## src/rtl/rate_divider.sv

```systemverilog
// Enable-pulse generator for the display counter: divides the board clock down to
// 1/2/4 Hz single-cycle ticks, or issues one tick per synchronised step-key press.
module rate_divider #(
    parameter int CLOCK_HZ = 50000000,
    parameter int WIDTH    = 26
) (
    input  logic             clk,
    input  logic             clear,
    input  logic [1:0]       speed,
    input  logic             pause,
    input  logic             step,
    output logic             tick,
    output logic [WIDTH-1:0] count
);

    localparam logic [WIDTH-1:0] RELOAD_1HZ = WIDTH'(CLOCK_HZ - 1);
    localparam logic [WIDTH-1:0] RELOAD_2HZ = WIDTH'(CLOCK_HZ / 2 - 1);
    localparam logic [WIDTH-1:0] RELOAD_4HZ = WIDTH'(CLOCK_HZ / 4 - 1);

    function automatic logic [WIDTH-1:0] reload(input logic [1:0] mode);
        case (mode)
            2'b01:   reload = RELOAD_1HZ;
            2'b10:   reload = RELOAD_2HZ;
            2'b11:   reload = RELOAD_4HZ;
            default: reload = '0;
        endcase
    endfunction

    logic             s1_q, s2_q, s3_q;
    logic [1:0]       speed_q, speed_d;
    logic [WIDTH-1:0] count_q, count_d;
    logic             tick_q, tick_d;
    logic             step_rise;

    // s1/s2 resynchronise the raw key; s3 is only the history bit for edge detection
    assign step_rise = s2_q & ~s3_q;

    always_comb begin
        speed_d = speed_q;
        count_d = count_q;
        tick_d  = 1'b0;
        if (speed != speed_q) begin
            speed_d = speed;
            count_d = reload(speed);
        end else if (pause) begin
            count_d = count_q;
        end else if (speed_q == 2'b00) begin
            tick_d = step_rise;
        end else if (count_q == '0) begin
            tick_d  = 1'b1;
            count_d = reload(speed_q);
        end else begin
            count_d = count_q - WIDTH'(1);
        end
    end

    always_ff @(posedge clk or posedge clear) begin
        if (clear) begin
            s1_q    <= 1'b0;
            s2_q    <= 1'b0;
            s3_q    <= 1'b0;
            speed_q <= 2'b01;
            count_q <= RELOAD_1HZ;
            tick_q  <= 1'b0;
        end else begin
            s1_q    <= step;
            s2_q    <= s1_q;
            s3_q    <= s2_q;
            speed_q <= speed_d;
            count_q <= count_d;
            tick_q  <= tick_d;
        end
    end

    assign tick  = tick_q;
    assign count = count_q;

endmodule

```

## config.mk

```make
export PLATFORM = sky130hd
export DESIGN_NAME = rate_divider
export DESIGN_NICKNAME = d
export VERILOG_FILES = /design/src/rtl/rate_divider.sv
export SDC_FILE = /design/constraint.sdc
export NUM_CORES = 1
export LEC_CHECK = 0
export ABC_CLOCK_PERIOD_IN_PS = 6800
export CELL_PAD_IN_SITES_DETAIL_PLACEMENT = 1
export CELL_PAD_IN_SITES_GLOBAL_PLACEMENT = 2
export CORE_MARGIN = 8
export CORE_UTILIZATION = 36
export CTS_CLUSTER_DIAMETER = 150
export DETAILED_ROUTE_END_ITERATION = 8
export HOLD_SLACK_MARGIN = 0.02
export PLACE_DENSITY = 0.83
export SLEW_MARGIN = 0
export SYNTH_ARGS = -nofsm -noshare
export SYNTH_HDL_FRONTEND = slang
export SYNTH_SLANG_ARGS = --single-unit
```

## constraint.sdc

```tcl
create_clock -name clk -period 6.8 [get_ports clk]
set_input_delay 1.36 -clock clk [delete_from_list [all_inputs] [get_ports clk]]
set_output_delay 1.36 -clock clk [all_outputs]
set_load 0.005 [all_outputs]
```

==> impl_metrics.tcl <==
set metrics [dict create \
    slowest_stage "o311ai_0" \
    n_fill_cell 705 \
    cts-root-buf "clkbuf_8" \
    fp-row-count 28 \
    drt_iter0_drc 105 \
    hold_end "s2_q" \
    slew_headroom 0.279 \
    vias 2103 \
    use_met3 0.0321 \
    clk_latency_ns 0.29 \
    yosys.cell_types.count 52 \
    drive_gt1_frac 0.150 \
    crit_required_ns 6.93 \
    reg2regPathDepth 7 \
    ios 33 \
    core_um2 5850 \
    slew_violations 0 \
    internal-power_mw 0.412 \
    drc 0 \
    ir_drop_v 0.000100 \
    hold_start "s1_q" \
    drt_pass1_iterations 4 \
    area_growth_pct 23.6 \
    hold_buffers 0 \
    antenna_left 0 \
    yosysWarnings 0 \
    finish.utilization 0.456 \
    end_kind "flip-flop" \
    start_util 0.369 \
    timing.hold.ws_ns 0.359 \
    critPathLaunch "speed[0]" \
    cts_tree "built" \
    die_w_um 93.5 \
    async_flop_share 1.00 \
    combPwrFrac 0.253 \
    grt_first_pass_wirelength_um 11800 \
    syn_area_um2 2160 \
    drv_cap 0 \
    grt_overflow 0 \
    place.port_buffers 32 \
    status "finished, final reports clean" \
    grt_usage 0.174 \
    syn-num-nets 254 \
    drt-vias-per-instance 6.04 \
    path_cells "clkdlybuf4s50_1 > xor2_1 > nor2_1 > buf_4 > o21ai_0 > o311ai_0" \
    ys_seq_elements 32 \
    hold_viol 0 \
    die_area_um2 8740 \
    setup_slack_ns 3.41 \
    critPathTopFamily "compound AO/OA/AOI/OAI gates" \
    hp-class "reg -> reg" \
    pwr-share-seq 0.442 \
    synth_area_leader_cell "dfstp_2" \
    fin_crit_ns 3.39 \
    grt_pass1_vias 2215 \
    clock_skew_ns 0.00404 \
    path_buf_inv 2 \
    path_max_fanout 18 \
    cts_sinks 32 \
    die_y_um 93.5 \
    max_stage_delay_ns 0.63 \
    grtUsageMet1 0.224 \
    busiest_layer "met2" \
    final_cells 348 \
    cts_made_buffers 5 \
    antenna_found_initial 0 \
    cts_max_path_buffers 2 \
    yosysSeqAreaShare 0.382 \
    htree_levels 2 \
    post-cts-setup-buffers 0 \
    syn_inst 239 \
    avgRoutedWirePerCell_um 20.5 \
    final_common_cell "clkdlybuf4s50_1" \
    clk_pin_slew_worst_paths_ns 0.07 \
    regToRegStartpoint "count[0]" \
    seq_area_um2 825 \
    r2r_setup_slack_ns 3.92 \
    clkPwrFrac 0.305 \
    synth_area_leaders "dfstp_2 23%, dfrtp_1 15%, ha_1 5.2%" \
    cts_resized 0 \
    synth-edff-count 0 \
    setup.worst_path.start_class "primary input" \
    dpl.hpwl_um 5240 \
    multiInputGateArea_um2 1270 \
    use_met2 0.290 \
    p_per_area_nw_per_um2 226 \
    n_antenna_cell 0 \
    final_net_count 287 \
    worstMarginPinSlew_ns 1.07 \
    r2r_end "count[5]" \
    syn_area_per_cell_um2 9.04 \
    wl_um 7140 \
    max_freq_mhz 295 \
    pre_cts_ws_ns 3.17 \
    synthFlopType "dfstp_2" \
    p_leak_nw 1.01 \
    mostFrequentLayoutCells "32 x clkdlybuf4s50_1, 23 x nor2_1, 19 x dfstp_2, 16 x o21ai_0, 16 x nor3_1" \
    setup_tns_ns 0 \
    rsz0062_at_grt "false" \
    min_period_over_period 0.498 \
    switchingPower_mw 0.192 \
    switching_share 0.318 \
    gp_congestion 0.833 \
    dp.cells 340 \
    arrival_ns 3.52 \
    min_path_cells 0 \
    worstSetupPathType "in -> reg" \
    grt_max_degree 33 \
    setup_viol 0 \
    synth_top_area_share 0.231 \
]
-- sequential cells by signal (all words and copies together) (netlist names) --
register	cells
s3_q	1
speed_q	2
s2_q	1
count	26
s1_q	1
tick	1
-- cells by family (layout without fill, tap and decap cells) --
family,count (synthesis),in the layout,share of synthesized area
adder cells (fa/ha/maj),9,9,0.0521
buffers and inverters,17,51,0.0301
XOR/XNOR,8,8,0.0324
flip-flops,32,32,0.382
AND/OR/NAND/NOR,106,106,0.292
AO/OA/AOI/OAI,66,66,0.207
multiplexers,1,1,0.00463
-- worst register-to-register path: cells and delay by family, from the launching register on --
kind            cells  cell delay (ns)
compound gates      3             1.50
simple gates        2             0.64
flops               1             0.40
fa+ha+maj           1             0.18
buf+inv             1             0.08
-- cells in the mapped netlist (6+ instances only) --
cell type,count
a21oi_1,13
clkbuf_1,8
dfrtp_1,13
dfstp_2,19
ha_1,9
inv_1,8
nand2_1,11
nand3_1,8
nand4_1,6
nor2_1,23
nor3_1,16
o21ai_0,16
o31ai_1,8
or3_1,8
-- through the flow --
step | instance area, µm² | power, mW
2_1_floorplan | 2160 | 0.340
3_3_place_gp | 2560 | 0.421
3_5_place_dp | 2560 | 0.423
4_1_cts | 2670 | 0.608
5_1_grt | 2670 | 0.637
6_report | 2670 | 0.604
-- metal layers --
layer / wire length, µm / part of all wire
met1: 3300 / 0.46
met2: 3450 / 0.48
met3: 285 / 0.040
met4: 102 / 0.014
met5: 0 / 0
-- final cells by class --
| class | instances | share of cell area |
|---|---|---|
| clock buffers | 6 | 0.0272 |
| repair buffers | 35 | 0.128 |
| clock inverters | 2 | 0.0131 |
| inverters | 8 | 0.0112 |
| multi-input cells | 190 | 0.476 |
| well taps | 75 | 0.0351 |
| flip-flops and latches | 32 | 0.309 |
-- how the worst max path moves through the flow --
| stage | end | slack [ns] | cells past startpoint |
|---|---|---|---|
| after floorplan | count[24] | 3.76 | 5 |
| after global placement | count[25] | 3.15 | 6 |
| after detailed placement | count[25] | 3.17 | 6 |
| after CTS | count[25] | 3.43 | 6 |
| after global routing | count[25] | 3.26 | 6 |
| final | count[25] | 3.41 | 6 |
-- power groups by stage --
stage / sequential [mW] / combinational [mW] / clock (mW)
after floorplan: 0.259 / 0.0808 / 0
after global placement: 0.269 / 0.153 / 0
after detailed placement: 0.269 / 0.154 / 0
after CTS: 0.266 / 0.155 / 0.187
after global routing: 0.273 / 0.169 / 0.195
final: 0.267 / 0.153 / 0.184
(Power assumes the default switching activity.)
